--- src/rtl/spi_master_multi_if.sv ---
// Bus bundle for the multi-chip-select SPI master: request/config inputs,
// the serial pins and the status outputs.
interface spi_master_multi_if #(
  parameter int DATA_W = 8,
  parameter int NUM_CS = 4,
  parameter int DIV_W  = 8
);
  localparam int CS_W = (NUM_CS > 1) ? $clog2(NUM_CS) : 1;

  logic              start;
  logic              cpol;
  logic              cpha;
  logic              lsb_first;
  logic [DIV_W-1:0]  clk_div;
  logic [CS_W-1:0]   cs_sel;
  logic [DATA_W-1:0] data_in;
  logic              MISO;
  logic              MOSI;
  logic              SCK;
  logic [NUM_CS-1:0] CS_n;
  logic [DATA_W-1:0] data_out;
  logic              busy;
  logic              done;

  modport master (
    input  start, cpol, cpha, lsb_first, clk_div, cs_sel, data_in, MISO,
    output MOSI, SCK, CS_n, data_out, busy, done
  );

  modport slave (
    output start, cpol, cpha, lsb_first, clk_div, cs_sel, data_in, MISO,
    input  MOSI, SCK, CS_n, data_out, busy, done
  );
endinterface

--- src/rtl/spi_master_multi.sv ---
// SPI master with selectable chip select, CPOL/CPHA modes, bit order and
// SCK divider. Every output is a register loaded from its next-state value.
//
// state | meaning
// IDLE  | waiting for start; SCK follows live cpol, CS_n all high
// SETUP | one half-period with CS_n asserted, SCK at rest
// TRANS | 2*DATA_W SCK edges, one per half-period
// HOLD  | one half-period with CS_n still asserted, SCK at rest
// DONE  | single cycle: CS_n released, done pulse, data_out updated
module spi_master_multi #(
  parameter int DATA_W = 8,
  parameter int NUM_CS = 4,
  parameter int DIV_W  = 8
) (
  input logic clk,
  input logic reset,
  spi_master_multi_if.master bus
);
  localparam int CS_W = (NUM_CS > 1) ? $clog2(NUM_CS) : 1;
  localparam int BW   = $clog2(DATA_W);
  localparam int EW   = $clog2(2 * DATA_W + 1);
  localparam logic [EW-1:0] LAST_EDGE = EW'(2 * DATA_W);

  typedef enum logic [2:0] {IDLE, SETUP, TRANS, HOLD, DONE} state_t;

  state_t            state_q, state_n;
  logic [DIV_W-1:0]  div_q, div_n, div_cfg_q, div_cfg_n;
  logic [EW-1:0]     edge_q, edge_n, edge_nxt;
  logic [BW-1:0]     bit_q, bit_n;
  logic [DATA_W-1:0] tx_q, tx_n, rx_q, rx_n, dout_q, dout_n;
  logic              cpol_q, cpol_n, cpha_q, cpha_n, lsb_q, lsb_n;
  logic              sck_q, sck_n, mosi_q, mosi_n, busy_q, busy_n, done_q, done_n;
  logic [NUM_CS-1:0] cs_n_q, cs_n_n;
  logic              do_edge;

  // Position in the data word of sequence bit c for the given bit order.
  function automatic logic [BW-1:0] bit_idx(input logic lsb, input logic [BW-1:0] c);
    return lsb ? c : (BW'(DATA_W - 1) - c);
  endfunction

  // One-hot-low chip-select pattern for a device index.
  function automatic logic [NUM_CS-1:0] cs_mask(input logic [CS_W-1:0] sel);
    logic [NUM_CS-1:0] m;
    m = '1;
    for (int i = 0; i < NUM_CS; i++)
      if (sel == CS_W'(i)) m[i] = 1'b0;
    return m;
  endfunction

  // Next-state and next-output computation for the whole transfer sequence.
  always_comb begin
    state_n   = state_q;
    div_n     = div_q;
    div_cfg_n = div_cfg_q;
    edge_n    = edge_q;
    edge_nxt  = '0;
    bit_n     = bit_q;
    tx_n      = tx_q;
    rx_n      = rx_q;
    dout_n    = dout_q;
    cpol_n    = cpol_q;
    cpha_n    = cpha_q;
    lsb_n     = lsb_q;
    sck_n     = sck_q;
    mosi_n    = mosi_q;
    cs_n_n    = cs_n_q;
    busy_n    = 1'b1;
    done_n    = 1'b0;
    do_edge   = 1'b0;

    case (state_q)
      IDLE: begin
        sck_n  = bus.cpol;
        mosi_n = 1'b0;
        cs_n_n = '1;
        busy_n = 1'b0;
        // Out-of-range device index is dropped without any bus activity.
        if (bus.start && (32'(bus.cs_sel) < NUM_CS)) begin
          state_n   = SETUP;
          tx_n      = bus.data_in;
          cpol_n    = bus.cpol;
          cpha_n    = bus.cpha;
          lsb_n     = bus.lsb_first;
          div_cfg_n = bus.clk_div;
          div_n     = bus.clk_div;
          edge_n    = '0;
          bit_n     = '0;
          rx_n      = '0;
          cs_n_n    = cs_mask(bus.cs_sel);
          busy_n    = 1'b1;
          mosi_n    = bus.cpha ? 1'b0 : bus.data_in[bit_idx(bus.lsb_first, '0)];
        end
      end
      SETUP: begin
        if (div_q == '0) begin
          state_n = TRANS;
          div_n   = div_cfg_q;
          do_edge = 1'b1;
        end else begin
          div_n = div_q - DIV_W'(1);
        end
      end
      TRANS: begin
        if (div_q == '0) begin
          div_n = div_cfg_q;
          if (edge_q == LAST_EDGE) state_n = HOLD;
          else                     do_edge = 1'b1;
        end else begin
          div_n = div_q - DIV_W'(1);
        end
      end
      HOLD: begin
        if (div_q == '0) begin
          state_n = DONE;
          cs_n_n  = '1;
          done_n  = 1'b1;
          dout_n  = rx_q;
        end else begin
          div_n = div_q - DIV_W'(1);
        end
      end
      DONE: begin
        state_n = IDLE;
        busy_n  = 1'b0;
        cs_n_n  = '1;
        sck_n   = bus.cpol;
        mosi_n  = 1'b0;
      end
      default: state_n = IDLE;
    endcase

    // Odd edges are leading. The sample edge is leading for cpha=0 and
    // trailing for cpha=1; the other edge shifts MOSI, except that with
    // cpha=1 the first leading edge only presents bit 0 and with cpha=0
    // the final trailing edge has nothing left to shift.
    if (do_edge) begin
      edge_nxt = edge_q + EW'(1);
      edge_n   = edge_nxt;
      sck_n    = ~sck_q;
      if (edge_nxt[0] != cpha_q) begin
        rx_n[bit_idx(lsb_q, bit_q)] = bus.MISO;
      end else if (edge_nxt == EW'(1)) begin
        mosi_n = tx_q[bit_idx(lsb_q, bit_q)];
      end else if (edge_nxt != LAST_EDGE) begin
        bit_n  = bit_q + BW'(1);
        mosi_n = tx_q[bit_idx(lsb_q, bit_n)];
      end
    end
  end

  // State, datapath and output registers with asynchronous clear.
  always_ff @(posedge clk or negedge reset) begin
    if (!reset) begin
      state_q   <= IDLE;
      div_q     <= '0;
      div_cfg_q <= '0;
      edge_q    <= '0;
      bit_q     <= '0;
      tx_q      <= '0;
      rx_q      <= '0;
      dout_q    <= '0;
      cpol_q    <= 1'b0;
      cpha_q    <= 1'b0;
      lsb_q     <= 1'b0;
      sck_q     <= 1'b0;
      mosi_q    <= 1'b0;
      cs_n_q    <= '1;
      busy_q    <= 1'b0;
      done_q    <= 1'b0;
    end else begin
      state_q   <= state_n;
      div_q     <= div_n;
      div_cfg_q <= div_cfg_n;
      edge_q    <= edge_n;
      bit_q     <= bit_n;
      tx_q      <= tx_n;
      rx_q      <= rx_n;
      dout_q    <= dout_n;
      cpol_q    <= cpol_n;
      cpha_q    <= cpha_n;
      lsb_q     <= lsb_n;
      sck_q     <= sck_n;
      mosi_q    <= mosi_n;
      cs_n_q    <= cs_n_n;
      busy_q    <= busy_n;
      done_q    <= done_n;
    end
  end

  assign bus.SCK      = sck_q;
  assign bus.MOSI     = mosi_q;
  assign bus.CS_n     = cs_n_q;
  assign bus.data_out = dout_q;
  assign bus.busy     = busy_q;
  assign bus.done     = done_q;
endmodule

--- src/flat_wrapper.sv ---
// flat-port wrapper written by rule: the top's interface ports become plain ports
module spi_master_multi_flat 
#(
  parameter int DATA_W = 8,
  parameter int NUM_CS = 4,
  parameter int DIV_W  = 8
)
  (clk, reset, bus_start, bus_cpol, bus_cpha, bus_lsb_first, bus_clk_div, bus_cs_sel, bus_data_in, bus_MISO, bus_MOSI, bus_SCK, bus_CS_n, bus_data_out, bus_busy, bus_done);
  spi_master_multi_if #(.DATA_W(DATA_W), .NUM_CS(NUM_CS), .DIV_W(DIV_W)) bus_i ();
  input logic clk;
  input logic reset;
  input wire logic [$bits(bus_i.start)-1:0] bus_start;
  input wire logic [$bits(bus_i.cpol)-1:0] bus_cpol;
  input wire logic [$bits(bus_i.cpha)-1:0] bus_cpha;
  input wire logic [$bits(bus_i.lsb_first)-1:0] bus_lsb_first;
  input wire logic [$bits(bus_i.clk_div)-1:0] bus_clk_div;
  input wire logic [$bits(bus_i.cs_sel)-1:0] bus_cs_sel;
  input wire logic [$bits(bus_i.data_in)-1:0] bus_data_in;
  input wire logic [$bits(bus_i.MISO)-1:0] bus_MISO;
  output wire logic [$bits(bus_i.MOSI)-1:0] bus_MOSI;
  output wire logic [$bits(bus_i.SCK)-1:0] bus_SCK;
  output wire logic [$bits(bus_i.CS_n)-1:0] bus_CS_n;
  output wire logic [$bits(bus_i.data_out)-1:0] bus_data_out;
  output wire logic [$bits(bus_i.busy)-1:0] bus_busy;
  output wire logic [$bits(bus_i.done)-1:0] bus_done;
  assign bus_i.start = bus_start;
  assign bus_i.cpol = bus_cpol;
  assign bus_i.cpha = bus_cpha;
  assign bus_i.lsb_first = bus_lsb_first;
  assign bus_i.clk_div = bus_clk_div;
  assign bus_i.cs_sel = bus_cs_sel;
  assign bus_i.data_in = bus_data_in;
  assign bus_i.MISO = bus_MISO;
  assign bus_MOSI = bus_i.MOSI;
  assign bus_SCK = bus_i.SCK;
  assign bus_CS_n = bus_i.CS_n;
  assign bus_data_out = bus_i.data_out;
  assign bus_busy = bus_i.busy;
  assign bus_done = bus_i.done;
  spi_master_multi #(.DATA_W(DATA_W), .NUM_CS(NUM_CS), .DIV_W(DIV_W)) u_core (.clk(clk), .reset(reset), .bus(bus_i));
endmodule
--- config.mk ---
export PLATFORM = sky130hd
export DESIGN_NAME = spi_master_multi_flat
export DESIGN_NICKNAME = d
export VERILOG_FILES = /design/src/rtl/spi_master_multi_if.sv /design/src/rtl/spi_master_multi.sv /design/src/flat_wrapper.sv
export SDC_FILE = /design/constraint.sdc
export NUM_CORES = 1
export LEC_CHECK = 0
export BUFFER_PORTS_ARGS = -buffer_cell sky130_fd_sc_hd__buf_2
export CAP_MARGIN = 20
export CORE_MARGIN = 1
export CORE_UTILIZATION = 45
export CTS_CLUSTER_SIZE = 30
export DETAILED_ROUTE_END_ITERATION = 12
export PLACE_DENSITY = 0.66
export SETUP_SLACK_MARGIN = 0.15
export SLEW_MARGIN = 10
export SYNTH_ARGS = -nofsm -noshare
export SYNTH_HDL_FRONTEND = slang
export SYNTH_SLANG_ARGS = --single-unit
export TNS_END_PERCENT = 1
--- constraint.sdc ---
create_clock -name clk -period 5.4 [get_ports clk]
set_input_delay 0.27 -clock clk [delete_from_list [all_inputs] [get_ports clk]]
set_output_delay 0.27 -clock clk [all_outputs]
set_load 0.03 [all_outputs]
==> results.txt, run 1 <==
outcome - complete, no violations
crit path DAT - 2.75 ns
Root Driver - clkbuf_8
crit-path max FO - 21
# fillers - 708
first-pass GRT wire length - 12100 um
Worst Skew - 0.00386 ns
RSZ-0062 raised after global routing - no
die area - 7850 um^2
DRT antenna net count - 0
H-tree depth - 3
Layout Cell Area excl Fill - 3860 um^2
Top FF cell, synth - dfrtp_1
max_slew headroom - 48.5%
Post-Synth XOR/XNOR Area - 2.60%
Pleak - 1.84 nW
post-synthesis sequential area ratio - 45.4%
Post-CTS Resized - 0
Syn Area/Cell - 8.88 um^2
WS Path Type - reg -> reg
Total Power - 2.11 mW
drt wl/cell - 13.5 um
Pre-antenna DRT Iters - 6
final worst slack - 2.86 ns
initial drt markers - 203
hold buffers post-CTS - 0
# diodes - 0
FF-to-FF setup slack - 2.86 ns
worst-skew pair later-pin latency - 0.33 ns
synth warn - 0
Mapped Cells - 380
vias in the first global route - 2595
final hold slack - 0.101 ns
Post-CTS Setup Bufs - 0
TritonCTS clock tree - done
total grt overflow - 0
mux cell area share after synthesis - 7.83%
# setup viols final - 0
Hold Vio Cnt, Final - 0
commonest cells after routing, fill and taps aside - nand2_1, dfrtp_1, buf_2
Mapped Area - 3370 um^2
synthesis-stage register bit count - 61
GRT Util Overall - 20.2%
commonest non-fill, non-tap cell in the layout - nand2_1
max_cap viols - 0
final wirelength - 7050 um
# DRC - 0
RR Startpoint - u_core.lsb_q
Worst VDD drop - 0.226 mV
post-synthesis compound-gate area fraction - 15.7%
CTS Buf Count - 9
Hold WC Path Type - in -> async
syn nets - 410
vias after detailed routing - 2815
Initial Util - 46.5%
initial antenna violation count - 0
placed inst area - 3640 um^2
pwr dens - 548 nW/um^2
adder-cell share of the synthesized area - 1.85%
number of port buffers - 40
synthesis-to-layout area growth - 14.4%
Die Wd - 88.6 um
total core area - 7250 um^2
crit path launch type - flop
Critical Path End Type - flop
total negative slack - 0 ns
measured slew at the worst slew-check pin - 0.773 ns
Slew Limit Fails - 0
simple-gate area share of the yosys netlist - 22.8%
clk sinks - 61
Rows - 31
vias per cell - 5.39
die height - 88.6 um
GPL Wtd Cong - 0.831
Post-synth ARST share - 100%
placed insts - 505
Worst-path clk slew - 0.07 ns
Critical Path Start - u_core.lsb_q
fin crit period - 2.54 ns
pin count of the biggest net entering global routing - 62
number of flops mapped to enable cells by yosys - 0
Synth cell types - 52
I/O pin cnt - 41
CTS max path bufs - 2
Max Clock Freq - 0.394 GHz
share of cells above drive strength 1 - 16.8%
DP Worst Slack - 2.74 ns
fin util - 53.2%
largest family of logic cells by synthesized area - simple AND/OR/NAND/NOR gates
crit share post-route - 47.0%
Req. time, crit path - 5.62 ns
final std cells w/o fill - 522
Layout Nets - 448
Final HPWL DP - 4850 um
[report_power, final]
group	switching [mW]	internal (mW)	total (mW)
Clock	0.174	0.248	0.423
Combinational	0.454	0.392	0.846
Sequential	0.212	0.633	0.846
[routing by layer]
metal / vias up / share of wire [%] / global-route usage [%]
met5: - / 0 / 0
met4: 0 / 0.75 / 6.60
met3: 4 / 4.8 / 4.85
met2: 65 / 44 / 31.0
met1: 1328 / 50 / 28.1
li1: 1418 / - / -
[worst max-delay path, stage by stage (launching register included)]
cell and delay [ns]:
dfrtp_1 0.84, mux4_1 0.63, mux4_2 0.47, nand4_1 0.10, a21boi_1 0.07, a311o_1 0.31
[final timing paths]
kind,endpoint,depth (start not counted)
worst max-delay path,u_core.bus.MOSI,5
worst min-delay path,u_core.state_q[0],2
worst max register to register,u_core.bus.MOSI,5
worst min register to register,u_core.bus.data_out[3],2
max in group asynchronous,u_core.tx_q[6],2
min in group clk,u_core.bus.CS_n[2],2
[cell type report]
cell class / instances / area (um^2) / area share (%)
Multi-Input combinational cell: 287 / 1710 / 44.4
Sequential cell: 61 / 1530 / 39.7
Timing Repair Buffer: 43 / 220 / 5.71
Clock buffer: 12 / 165 / 4.28
Tap cell: 99 / 124 / 3.21
Inverter: 16 / 60.1 / 1.56
Clock inverter: 4 / 45.0 / 1.17
[cells in the mapped netlist, drive strengths merged (3+ instances only)]
| cell type | number | area share [%] |
|---|---|---|
| dfrtp | 57 | 42 |
| inv | 16 | 1.8 |
| a31oi | 3 | 0.56 |
| xor2 | 5 | 1.3 |
| nand2b | 3 | 0.56 |
| nand2 | 107 | 12 |
| xnor2 | 5 | 1.3 |
| buf | 3 | 0.63 |
| and2 | 3 | 0.56 |
| ha | 5 | 1.9 |
| clkbuf | 13 | 1.4 |
| and3 | 4 | 0.74 |
| nor3 | 12 | 1.8 |
| dfstp | 4 | 3.1 |
| mux4 | 10 | 7.2 |
| o21ai | 33 | 4.9 |
| nand3 | 9 | 1.3 |
| o31ai | 8 | 1.8 |
| o211ai | 4 | 0.89 |
| a21oi | 16 | 2.4 |
| nor2 | 24 | 2.7 |
| a221oi | 3 | 0.78 |
[state kept, by name, summed over array words and instances, names as in the netlist]
register,cells
u_core.bit_q,3
u_core.rx_q,8
u_core.div_cfg_q,8
u_core.tx_q,8
u_core.cpha_q,1
u_core.lsb_q,1
u_core.div_q,8
u_core.bus.busy,1
u_core.bus.done,1
u_core.bus.CS_n,4
u_core.edge_q,5
u_core.bus.data_out,8
u_core.bus.SCK,1
u_core.bus.MOSI,1
u_core.state_q,3
[cell families after synthesis]
logic type / count (synthesis)
adder cells (fa/ha/maj): 5
flip-flops: 61
XOR/XNOR: 10
multiplexers: 12
buffers and inverters: 32
AND/OR/NAND/NOR: 175
AO/OA/AOI/OAI: 85
Power figures use the tool's default switching activity.
==> run 2, diff against run 1 <==
--- a/config.mk
+++ b/config.mk
@@ -5,13 +5,14 @@
 export SDC_FILE = /design/constraint.sdc
 export NUM_CORES = 1
 export LEC_CHECK = 0
+export ABC_AREA = 1
 export BUFFER_PORTS_ARGS = -buffer_cell sky130_fd_sc_hd__buf_2
 export CAP_MARGIN = 20
 export CORE_MARGIN = 1
 export CORE_UTILIZATION = 45
 export CTS_CLUSTER_SIZE = 30
 export DETAILED_ROUTE_END_ITERATION = 12
-export PLACE_DENSITY = 0.66
+export PLACE_DENSITY = 0.69
 export SETUP_SLACK_MARGIN = 0.15
 export SLEW_MARGIN = 10
 export SYNTH_ARGS = -nofsm -noshare
==> constraint.sdc (replaced) <==
create_clock -name clk -period 2.2 [get_ports clk]
set_input_delay 0.11 -clock clk [delete_from_list [all_inputs] [get_ports clk]]
set_output_delay 0.11 -clock clk [all_outputs]
set_load 0.03 [all_outputs]
==> run 2 against run 1 <==
- synthesized cell count up 21%
- synthesized area rose by 0.22%
- register-to-register slack got worse by 2.6 ns
- utilization increased by 2.7 points
- critical path type unchanged
==> results.txt, run 2 <==
syn nets - 491
TritonCTS clock tree - done
GRT Util Overall - 22.0%
vias after detailed routing - 3119
CTS max path bufs - 2
Mapped Area - 3380 um^2
first-pass GRT wire length - 13100 um
Pleak - 2.10 nW
# DRC - 0
Worst Skew - 0.00711 ns
WS Path Type - reg -> reg
Top Layer Used - met4
die area - 7860 um^2
Seq. cell area - 1530 um^2
vias in the first global route - 2894
Final HPWL DP - 5700 um
simple-gate area share of the yosys netlist - 32.6%
Synth top cells by count - nand2_1, inv_1, dfrtp_1
Top FF cell, synth - dfrtp_1
DR WL met3 - 272 um
Post-CTS Setup Bufs - 0
Rows - 31
vias per cell - 4.97
Mapped Cells - 461
max_slew headroom - 63.3%
total negative slack - 0 ns
Slew Limit Fails - 0
mux cell area share after synthesis - 0%
measured slew at the worst slew-check pin - 0.550 ns
Synth area leaders - dfrtp_1, nand2_1, inv_1
crit path launch type - flop
Synth top area share - 42.2%
die height - 88.7 um
Die Wd - 88.7 um
clk sinks - 61
synth warn - 0
Worst VDD drop - 0.261 mV
Post-synth ARST share - 100%
total grt overflow - 0
# fillers - 682
Layout Nets - 553
drt wl/cell - 12.6 um
Post-Synth XOR/XNOR Area - 1.55%
fin crit period - 1.89 ns
post-synthesis compound-gate area fraction - 10.1%
Hold Vio Cnt, Final - 0
share of cells above drive strength 1 - 15.7%
crit path DAT - 2.12 ns
number of flops mapped to enable cells by yosys - 0
initial drt markers - 192
Syn Area/Cell - 7.33 um^2
fin util - 55.9%
I/O pin cnt - 41
Metal-1 WL - 3640 um
H-tree depth - 3
post-synthesis sequential area ratio - 45.3%
commonest non-fill, non-tap cell in the layout - nand2_1
Root Driver - clkbuf_8
Worst-path clk slew - 0.07 ns
CTS Buf Count - 9
Hold WC Path Type - in -> reg
Max Clock Freq - 0.528 GHz
GPL Wtd Cong - 0.844
synthesis-stage register bit count - 61
total core area - 7250 um^2
Pre-antenna DRT Iters - 5
initial antenna violation count - 0
routed length on met2 - 3810 um
DRT antenna net count - 0
# diodes - 0
max_cap viols - 0
Critical Path End Type - flop
most common cell in the synthesized netlist - nand2_1
number of port buffers - 40
# setup viols final - 0
pin count of the biggest net entering global routing - 37
crit-path max FO - 12
pwr dens - 810 nW/um^2
Synth cell types - 30
adder-cell share of the synthesized area - 1.85%
outcome - complete, no violations
synthesis-to-layout area growth - 20.0%
Req. time, crit path - 2.42 ns
Initial Util - 46.6%
crit share post-route - 86.0%
largest family of logic cells by synthesized area - simple AND/OR/NAND/NOR gates
commonest cells after routing, fill and taps aside - nand2_1, inv_1, dfrtp_1
footprint of the multi-input gates - 1560 um^2
worst-skew pair later-pin latency - 0.34 ns
largest area contributor in the netlist - dfrtp_1
RSZ-0062 raised after global routing - yes
final wirelength - 7890 um
-- run 2: cell count changes after synthesis, sizes merged, moves of 10 or more --
cell,previous run,this run
nor2,24,42
inv,16,63
clkbuf,13,1
nand3,9,39
o21ai,33,44
nand2,107,156
mux4,10,0
-- run 2: repair_timing --
item                       4_1_cts  5_1_grt
hold buffers                    13        0
hold endpoints to repair        34        0
gates resized for setup          0        2
setup endpoints to repair        0       16
-- run 2: cell families (layout without fill, tap and decap cells) --
| family | after synthesis | in the layout |
|---|---|---|
| AO/OA/AOI/OAI | 66 | 66 |
| XOR/XNOR | 6 | 6 |
| adder cells (fa/ha/maj) | 5 | 5 |
| buffers and inverters | 71 | 138 |
| flip-flops | 61 | 61 |
| AND/OR/NAND/NOR | 252 | 252 |
-- run 2: where the power goes --
part	leakage [nW]	internal, mW	switching, mW
combinational	1.24	0.294	0.484
sequential	0.752	1.25	0.113
clock	0.116	0.696	0.443
-- run 2: cell type report --
class	count	share of cell area (%)
multi-input cells	329	38.5
flip-flops and latches	61	37.8
repair buffers	58	9.07
inverters	64	6.05
clock buffers	12	3.82
well taps	99	3.05
clock inverters	4	1.73
-- run 2: path summary, 6_finish.rpt --
kind | slack (ns) | cells past startpoint | startpoint | to
worst max-delay path | 0.31 | 11 | u_core.div_q[0] | u_core.bit_q[1]
worst min-delay path | 0.02 | 3 | bus_clk_div[7] | u_core.div_cfg_q[7]
worst max register to register | 0.31 | 11 | u_core.div_q[0] | u_core.bit_q[1]
worst min register to register | 0.48 | 2 | u_core.div_cfg_q[2] | u_core.div_cfg_q[2]
max in group asynchronous | 1.19 | 3 | reset | u_core.bus.CS_n[0]
min in group asynchronous | 0.28 | 2 | reset | u_core.bus.data_out[7]
-- run 2: through the flow --
step	setup slack (ns)	std cells	cell area, um^2	hold slack, ns	power [mW]
global placement	0.374	598	3700	0.123	2.11
floorplan	0.532	461	3380	-0.186	1.93
global route	0.127	627	4060	0.0256	3.48
detailed placement	0.276	598	3700	0.131	2.13
finish	0.307	627	4060	0.0161	3.28
CTS	0.279	627	4050	0.00861	3.29
-- run 2: critical path, stage by stage, from the launching register on --
cell	delay (ns)
dfrtp_1	0.38
inv_1	0.11
ha_1	0.21
nand2_2	0.09
nor2_4	0.12
nand3_4	0.16
clkinv_4	0.11
nand2_4	0.11
nor2_2	0.15
nand2_1	0.14
nand3_1	0.11
o21ai_1	0.08
-- run 2: routing by layer --
metal	track usage [%]	vias to the layer above
met2	37.3	82
met5	0	-
li1	-	1592
met3	3.45	13
met1	27.8	1432
met4	9.97	0
